**config.mk**
```make
export PLATFORM = sky130hd
export DESIGN_NAME = lsu_ctrl_flat
export DESIGN_NICKNAME = d
export VERILOG_FILES = /design/src/rtl/lsu_pkg.sv /design/src/rtl/lsu_ctrl_if.sv /design/src/rtl/load_extend.sv /design/src/rtl/lsu_ctrl.sv /design/src/flat_wrapper.sv
export SDC_FILE = /design/constraint.sdc
export NUM_CORES = 1
export LEC_CHECK = 0
export ABC_CLOCK_PERIOD_IN_PS = 2000
export CORE_MARGIN = 2
export CORE_UTILIZATION = 41
export DETAILED_ROUTE_END_ITERATION = 8
export GPL_ROUTABILITY_DRIVEN = 0
export PLACE_DENSITY = 0.77
export RECOVER_POWER = 100
export SYNTH_ARGS = -nofsm -noshare
export SYNTH_HDL_FRONTEND = slang
export SYNTH_SLANG_ARGS = --single-unit
```
**constraint.sdc**
```tcl
create_clock -name clk -period 2 [get_ports clk]
set_clock_uncertainty 0.1 [all_clocks]
set_input_delay 0.6 -clock clk [delete_from_list [all_inputs] [get_ports clk]]
set_output_delay 0.6 -clock clk [all_outputs]
set_load 0.01 [all_outputs]
```
**src/rtl/lsu_pkg.sv**
```systemverilog
// Shared encodings, FSM state type and lane/alignment helpers for the
// load/store controller.
package lsu_pkg;

    localparam logic [2:0] LD_B  = 3'b000;
    localparam logic [2:0] LD_H  = 3'b001;
    localparam logic [2:0] LD_W  = 3'b010;
    localparam logic [2:0] LD_BU = 3'b011;
    localparam logic [2:0] LD_HU = 3'b100;

    localparam logic [2:0] SD_B  = 3'b000;
    localparam logic [2:0] SD_H  = 3'b001;
    localparam logic [2:0] SD_W  = 3'b010;

    localparam int CNT_W = 8;

    typedef enum logic [1:0] {
        IDLE   = 2'd0,
        ACCESS = 2'd1,
        RESP   = 2'd2
    } lsu_state_e;

    // Undefined load encodings behave as LW, so they take the word check.
    function automatic logic req_error(input logic we, input logic [2:0] ctrl,
                                       input logic [1:0] off);
        logic err_s;
        err_s = 1'b0;
        if (we) begin
            case (ctrl)
                SD_B:    err_s = 1'b0;
                SD_H:    err_s = off[0];
                SD_W:    err_s = |off;
                default: err_s = 1'b1;
            endcase
        end else begin
            case (ctrl)
                LD_B, LD_BU: err_s = 1'b0;
                LD_H, LD_HU: err_s = off[0];
                default:     err_s = |off;
            endcase
        end
        return err_s;
    endfunction

    function automatic logic [3:0] store_be(input logic [2:0] ctrl, input logic [1:0] off);
        logic [3:0] be_s;
        case (ctrl)
            SD_B:    be_s = 4'b0001 << off;
            SD_H:    be_s = 4'b0011 << off;
            default: be_s = 4'b1111;
        endcase
        return be_s;
    endfunction

    function automatic logic [31:0] store_wdata(input logic [2:0] ctrl, input logic [31:0] wdata);
        logic [31:0] wd_s;
        case (ctrl)
            SD_B:    wd_s = {4{wdata[7:0]}};
            SD_H:    wd_s = {2{wdata[15:0]}};
            default: wd_s = wdata;
        endcase
        return wd_s;
    endfunction

endpackage

```
**src/rtl/lsu_ctrl_if.sv**
```systemverilog
// Request, memory and response signals of the load/store controller.
interface lsu_ctrl_if;
    logic        req_valid;
    logic        req_ready;
    logic        req_we;
    logic [2:0]  req_ctrl;
    logic [31:0] req_addr;
    logic [31:0] req_wdata;
    logic        mem_req;
    logic        mem_we;
    logic [31:0] mem_addr;
    logic [3:0]  mem_be;
    logic [31:0] mem_wdata;
    logic [31:0] mem_rdata;
    logic        mem_ack;
    logic        rsp_valid;
    logic [31:0] rsp_data;
    logic        rsp_err;

    modport slave (
        input  req_valid, req_we, req_ctrl, req_addr, req_wdata, mem_rdata, mem_ack,
        output req_ready, mem_req, mem_we, mem_addr, mem_be, mem_wdata,
               rsp_valid, rsp_data, rsp_err
    );

    modport master (
        output req_valid, req_we, req_ctrl, req_addr, req_wdata, mem_rdata, mem_ack,
        input  req_ready, mem_req, mem_we, mem_addr, mem_be, mem_wdata,
               rsp_valid, rsp_data, rsp_err
    );
endinterface

```
**src/rtl/load_extend.sv**
```systemverilog
// Aligns the addressed byte/halfword of a read word to bit 0 and extends it.
module load_extend
    import lsu_pkg::*;
(
    input  logic [31:0] rdata_i,
    input  logic [1:0]  offset_i,
    input  logic [2:0]  ctrl_i,
    output logic [31:0] result_o
);

    logic [31:0] shifted_s;

    // Shift the selected lane down, then extend according to the load type.
    always_comb begin
        shifted_s = rdata_i >> {offset_i, 3'b000};
        case (ctrl_i)
            LD_B:    result_o = {{24{shifted_s[7]}}, shifted_s[7:0]};
            LD_H:    result_o = {{16{shifted_s[15]}}, shifted_s[15:0]};
            LD_BU:   result_o = {24'h000000, shifted_s[7:0]};
            LD_HU:   result_o = {16'h0000, shifted_s[15:0]};
            default: result_o = shifted_s;
        endcase
    end

endmodule

```
**src/rtl/lsu_ctrl.sv**
```systemverilog
// Load/store sequencer: alignment check, single memory access with timeout,
// and a one-cycle response pulse carrying the extended load data.
module lsu_ctrl
    import lsu_pkg::*;
#(
    parameter int TIMEOUT = 255
) (
    input  logic        clk,
    input  logic        rst_n,
    lsu_ctrl_if.slave   bus
);

    localparam logic [CNT_W-1:0] CNT_LAST = CNT_W'(TIMEOUT - 1);

    lsu_state_e       state_q, state_d;
    logic [CNT_W-1:0] cnt_q, cnt_d;
    logic [2:0]       ctrl_q, ctrl_d;
    logic [1:0]       off_q, off_d;
    logic             ready_q, ready_d;
    logic             mem_req_q, mem_req_d;
    logic             mem_we_q, mem_we_d;
    logic [31:0]      mem_addr_q, mem_addr_d;
    logic [3:0]       mem_be_q, mem_be_d;
    logic [31:0]      mem_wdata_q, mem_wdata_d;
    logic             rsp_valid_q, rsp_valid_d;
    logic [31:0]      rsp_data_q, rsp_data_d;
    logic             rsp_err_q, rsp_err_d;
    logic [31:0]      load_result_s;

    load_extend u_load_extend (
        .rdata_i  (bus.mem_rdata),
        .offset_i (off_q),
        .ctrl_i   (ctrl_q),
        .result_o (load_result_s)
    );

    // Next-state and registered-output computation for the IDLE/ACCESS/RESP sequence.
    always_comb begin
        state_d     = state_q;
        cnt_d       = cnt_q;
        ctrl_d      = ctrl_q;
        off_d       = off_q;
        mem_req_d   = mem_req_q;
        mem_we_d    = mem_we_q;
        mem_addr_d  = mem_addr_q;
        mem_be_d    = mem_be_q;
        mem_wdata_d = mem_wdata_q;
        rsp_valid_d = 1'b0;
        rsp_data_d  = 32'h0000_0000;
        rsp_err_d   = 1'b0;
        case (state_q)
            IDLE: begin
                if (bus.req_valid) begin
                    if (req_error(bus.req_we, bus.req_ctrl, bus.req_addr[1:0])) begin
                        state_d     = RESP;
                        rsp_valid_d = 1'b1;
                        rsp_err_d   = 1'b1;
                    end else begin
                        state_d     = ACCESS;
                        cnt_d       = {CNT_W{1'b0}};
                        ctrl_d      = bus.req_ctrl;
                        off_d       = bus.req_addr[1:0];
                        mem_req_d   = 1'b1;
                        mem_we_d    = bus.req_we;
                        mem_addr_d  = {bus.req_addr[31:2], 2'b00};
                        mem_be_d    = bus.req_we ? store_be(bus.req_ctrl, bus.req_addr[1:0]) : 4'b1111;
                        mem_wdata_d = bus.req_we ? store_wdata(bus.req_ctrl, bus.req_wdata) : 32'h0000_0000;
                    end
                end else begin
                    state_d = IDLE;
                end
            end
            ACCESS: begin
                if (bus.mem_ack || (cnt_q == CNT_LAST)) begin
                    // An ack in the final counted cycle still completes normally.
                    state_d     = RESP;
                    rsp_valid_d = 1'b1;
                    rsp_err_d   = ~bus.mem_ack;
                    rsp_data_d  = (bus.mem_ack && !mem_we_q) ? load_result_s : 32'h0000_0000;
                    mem_req_d   = 1'b0;
                    mem_we_d    = 1'b0;
                    mem_addr_d  = 32'h0000_0000;
                    mem_be_d    = 4'b0000;
                    mem_wdata_d = 32'h0000_0000;
                end else begin
                    cnt_d = cnt_q + {{(CNT_W-1){1'b0}}, 1'b1};
                end
            end
            RESP: begin
                state_d = IDLE;
            end
            default: begin
                state_d = IDLE;
            end
        endcase
        ready_d = (state_d == IDLE);
    end

    // State and output registers; reset drops any outstanding memory request at once.
    always_ff @(posedge clk or negedge rst_n) begin
        if (!rst_n) begin
            state_q     <= IDLE;
            cnt_q       <= {CNT_W{1'b0}};
            ctrl_q      <= 3'b000;
            off_q       <= 2'b00;
            ready_q     <= 1'b1;
            mem_req_q   <= 1'b0;
            mem_we_q    <= 1'b0;
            mem_addr_q  <= 32'h0000_0000;
            mem_be_q    <= 4'b0000;
            mem_wdata_q <= 32'h0000_0000;
            rsp_valid_q <= 1'b0;
            rsp_data_q  <= 32'h0000_0000;
            rsp_err_q   <= 1'b0;
        end else begin
            state_q     <= state_d;
            cnt_q       <= cnt_d;
            ctrl_q      <= ctrl_d;
            off_q       <= off_d;
            ready_q     <= ready_d;
            mem_req_q   <= mem_req_d;
            mem_we_q    <= mem_we_d;
            mem_addr_q  <= mem_addr_d;
            mem_be_q    <= mem_be_d;
            mem_wdata_q <= mem_wdata_d;
            rsp_valid_q <= rsp_valid_d;
            rsp_data_q  <= rsp_data_d;
            rsp_err_q   <= rsp_err_d;
        end
    end

    assign bus.req_ready = ready_q;
    assign bus.mem_req   = mem_req_q;
    assign bus.mem_we    = mem_we_q;
    assign bus.mem_addr  = mem_addr_q;
    assign bus.mem_be    = mem_be_q;
    assign bus.mem_wdata = mem_wdata_q;
    assign bus.rsp_valid = rsp_valid_q;
    assign bus.rsp_data  = rsp_data_q;
    assign bus.rsp_err   = rsp_err_q;

endmodule

```
**src/flat_wrapper.sv**
```systemverilog
// flat-port wrapper written by rule: the top's interface ports become plain ports
module lsu_ctrl_flat import lsu_pkg::*;
#(
    parameter int TIMEOUT = 255
)
  (clk, rst_n, bus_req_valid, bus_req_we, bus_req_ctrl, bus_req_addr, bus_req_wdata, bus_mem_rdata, bus_mem_ack, bus_req_ready, bus_mem_req, bus_mem_we, bus_mem_addr, bus_mem_be, bus_mem_wdata, bus_rsp_valid, bus_rsp_data, bus_rsp_err);
  lsu_ctrl_if bus_i ();
  input  logic clk;
  input  logic rst_n;
  input wire logic [$bits(bus_i.req_valid)-1:0] bus_req_valid;
  input wire logic [$bits(bus_i.req_we)-1:0] bus_req_we;
  input wire logic [$bits(bus_i.req_ctrl)-1:0] bus_req_ctrl;
  input wire logic [$bits(bus_i.req_addr)-1:0] bus_req_addr;
  input wire logic [$bits(bus_i.req_wdata)-1:0] bus_req_wdata;
  input wire logic [$bits(bus_i.mem_rdata)-1:0] bus_mem_rdata;
  input wire logic [$bits(bus_i.mem_ack)-1:0] bus_mem_ack;
  output wire logic [$bits(bus_i.req_ready)-1:0] bus_req_ready;
  output wire logic [$bits(bus_i.mem_req)-1:0] bus_mem_req;
  output wire logic [$bits(bus_i.mem_we)-1:0] bus_mem_we;
  output wire logic [$bits(bus_i.mem_addr)-1:0] bus_mem_addr;
  output wire logic [$bits(bus_i.mem_be)-1:0] bus_mem_be;
  output wire logic [$bits(bus_i.mem_wdata)-1:0] bus_mem_wdata;
  output wire logic [$bits(bus_i.rsp_valid)-1:0] bus_rsp_valid;
  output wire logic [$bits(bus_i.rsp_data)-1:0] bus_rsp_data;
  output wire logic [$bits(bus_i.rsp_err)-1:0] bus_rsp_err;
  assign bus_i.req_valid = bus_req_valid;
  assign bus_i.req_we = bus_req_we;
  assign bus_i.req_ctrl = bus_req_ctrl;
  assign bus_i.req_addr = bus_req_addr;
  assign bus_i.req_wdata = bus_req_wdata;
  assign bus_i.mem_rdata = bus_mem_rdata;
  assign bus_i.mem_ack = bus_mem_ack;
  assign bus_req_ready = bus_i.req_ready;
  assign bus_mem_req = bus_i.mem_req;
  assign bus_mem_we = bus_i.mem_we;
  assign bus_mem_addr = bus_i.mem_addr;
  assign bus_mem_be = bus_i.mem_be;
  assign bus_mem_wdata = bus_i.mem_wdata;
  assign bus_rsp_valid = bus_i.rsp_valid;
  assign bus_rsp_data = bus_i.rsp_data;
  assign bus_rsp_err = bus_i.rsp_err;
  lsu_ctrl #(.TIMEOUT(TIMEOUT)) u_core (.clk(clk), .rst_n(rst_n), .bus(bus_i));
endmodule
```
==> results of run 1 <==
-- final cells by class --
class | count | share of cell area (%)
well taps | 180 | 2.459
clock buffers | 22 | 5.287
repair buffers | 273 | 28.74
flip-flops and latches | 118 | 32.25
clock inverters | 5 | 0.3005
multi-input cells | 385 | 29.52
inverters | 35 | 1.434
-- cells in the mapped netlist, types with 3 or more instances --
cell type and count:
dfrtp_1 117, nand2_1 89, mux2i_1 57, a21oi_1 39, inv_1 35, mux2_2 28, o21ai_0 28, a211oi_1 22
clkbuf_1 22, nor2_1 20, and3_1 17, mux2_1 14, nor3_1 14, nor2b_1 12, buf_6 8, a31oi_1 7
nand3_1 7, buf_1 5, buf_2 4, or2_2 3, or3_1 3
-- kinds of logic (layout without fill, tap and decap cells) --
kind of cell | Yosys count | in the layout | share of synthesized area (%)
AND/OR/NAND/NOR | 171 | 171 | 13.46
flip-flops | 118 | 118 | 50.69
AO/OA/AOI/OAI | 111 | 111 | 11.31
multiplexers | 99 | 99 | 17.90
buffers and inverters | 76 | 335 | 6.140
adder cells (fa/ha/maj) | 2 | 2 | 0.4293
other | 1 | 2 | 0.06434
-- worst min path at each step --
stage               depth (start not counted)  slack [ns]                        to                startpoint
detailed placement                          1        0.40  u_core.bus.mem_wdata[17]  u_core.bus.mem_wdata[17]
CTS                                         1        0.41   u_core.bus.mem_wdata[3]   u_core.bus.mem_wdata[3]
finish                                      1        0.40  u_core.bus.mem_wdata[27]  u_core.bus.mem_wdata[27]
global placement                            1        0.40   u_core.bus.mem_wdata[2]   u_core.bus.mem_wdata[2]
floorplan                                   0        0.20   u_core.bus.mem_addr[10]                     rst_n
global route                                1        0.42  u_core.bus.mem_wdata[10]  u_core.bus.mem_wdata[10]
-- critical path: cells and delay by family --
kind	cells	cell delay, ns
simple gates	1	0.15
buf+inv	3	0.62
compound gates	3	0.73
mux	1	0.19
-- layer usage --
| layer | share of wire, % | GRT usage (%) | vias up |
|---|---|---|---|
| li1 | - | - | 2486 |
| met1 | 43 | 29.27 | 2572 |
| met2 | 49 | 36.64 | 186 |
| met3 | 5.3 | 4.520 | 25 |
| met4 | 1.8 | 9.091 | 0 |
| met5 | 0 | 0 | - |
-- repair_timing --
| item | in CTS | in global routing |
|---|---|---|
| endpoints found under the hold margin | 17 | 0 |
| pin swaps | 3 | 8 |
| gates resized for setup | 92 | 38 |
| hold buffers | 1 | 0 |
| gates cloned | 0 | 3 |
| buffers inserted | 3 | 2 |
| endpoints found under the setup margin | 169 | 118 |
-- power breakdown --
part | internal, mW | switching, mW | leakage [nW]
Clock | 1.66 | 0.962 | 0.255
Combinational | 2.36 | 2.26 | 2.94
Sequential | 3.15 | 0.494 | 1.52
Total | 7.18 | 3.72 | 4.71
-- registers in the layout, summed over array words and instances, names as in the netlist --
register              cells
u_core.bus.req_ready      1
u_core.bus.mem_req        1
u_core.bus.mem_we         1
u_core.state_q            2
u_core.bus.mem_be         4
u_core.bus.rsp_data      32
u_core.bus.mem_addr      30
u_core.bus.rsp_valid      1
u_core.cnt_q              8
u_core.bus.mem_wdata     32
u_core.off_q              2
u_core.bus.rsp_err        1
u_core.ctrl_q             3
-- per-stage QoR --
step                hold slack, ns  util [%]  worst slack (ns)  power (mW)
finish                      0.4043     65.98          -0.09285       10.90
detailed placement          0.3996     61.18           -0.8795       8.420
CTS                         0.4077     64.80          -0.09056       10.77
floorplan                   0.2044         -           -0.3515       5.972
global route                0.4212     65.98           -0.1789       11.58
global placement            0.3985     61.18           -0.8064       8.270
==> results.tsv, run 1 <==
metric	value	unit
Final Setup Violations	67	
Critical Path End Type	register	
CP Class	in -> reg	
register area share after synthesis	50.69	%
Nets	936	
CTS Sinks	118	
Min-Delay Path Class	reg -> reg	
H-tree depth	4	
post-synth cell types	40	
R2R Setup Slk	-0.06	ns
slowest stage delay, CP	0.47	ns
Area after DPL	8492	um^2
Async SR Flop Fraction	100.0	%
FP Rows	43	
Area contributors post-synth	dfrtp_1, mux2i_1, nand2_1	
failing checks	setup timing	
post-synth top area cell	dfrtp_1	
starting density of the core	41.99	%
setup TNS	-3.796	ns
PortBufs	206	
fin area	9159	um^2
Die Y	123.2	um
die extent in x	123.2	um
Fmax	477.8	MHz
Max rail drop VDD	623.4	uV
Reg2Reg Depth	9	
Worst setup startpoint	bus_req_addr[1]	
max cap viols	0	
routed vias	5269	
Post-Synthesis Cell Area	5828	um^2
WL/cell	16.64	um
initial DRC count	326	
worst setup margin	-0.09285	ns
clk_lat worst skew	0.40	ns
Power per Cell Area	1190	nW/um^2
critical-path cell list	dlygate4sd2_1 > o21ai_1 > a22oi_1 > and2_4 > a221o_4 > buf_12 > buf_16 > mux2i_2	
Multi-input gate area	2704	um^2
register bit count reported by yosys	118	
startpoint types	input pin	
die area	15180	um^2
Worst R2R Start	u_core.cnt_q[0]	
min Tclk post-route	2.093	ns
most common cell after layout, fill and taps aside	dfrtp_1	
Area growth syn-to-layout	57.15	%
detailed placement HPWL	12.44	mm
CTS tree	built	
Longest Clk Path Bufs	2	
register area	2954	um^2
DRC viols	0	
r2r endpoint	u_core.bus.mem_addr[16]	
final number of hold-violating endpoints	0	
Data arrival, critical path	2.30	ns
post-synthesis instance total	578	
commonest non-fill, non-tap cells in the layout	dfrtp_1, clkdlybuf4s50_1, nand2_1	
share of cells above drive strength 1	19.81	%
RSZ-0062 raised after global routing	yes	
Fillers	1065	
Critical Path End	u_core.bus.mem_addr[16]	
Final ANT Viol Nets	0	
first-pass GRT wire length	26.37	mm
worst-path maximum fanout	11	
via/cell ratio	5.176	
CTS root buf	clkbuf_16	
Total Routing Usage GR	22.46	%
core region area	13880	um^2
CTS Buf Count	17	
clk slew on worst S/H paths	0.05	ns
Synth top area share	50.24	%
Pre-antenna DRT Iters	4	
Syn. warnings	0	
n_diodes	0	
Cells after DPL	982	
Worst Tran Pin Value	0.6103	ns
fin cells	1018	
Final Max Slew Viols	0	
number of global-route vias before repair	5310	
fin crit share	104.6	%
initial antenna violation count	0	
status	finished, violations left	
largest net degree at the start of global routing	50	
Leak	4.712	nW
slowest CP cell	a221o_4	
total gr overflow	0	
ys flop type	dfrtp_1	
CP required	2.21	ns
Synth Area per Inst	10.08	um^2
# IOs	209	
overall routed net length	16.94	mm
Post-synth EDFFs	0	
Slew headroom	59.32	%
(Power assumes the default switching activity.)
==> inputs of run 2 (changes only) <==
CTS_CLUSTER_DIAMETER = 60   (was not set)
==> results of run 2 <==
Same layout as run 1: the final DEF is identical, and so are final timing and power.
==> inputs of run 3 (changes only) <==
HOLD_SLACK_MARGIN = 0.03   (was not set)
==> results of run 3 <==
Same layout as run 1: the final DEF is identical, and so are final timing and power.
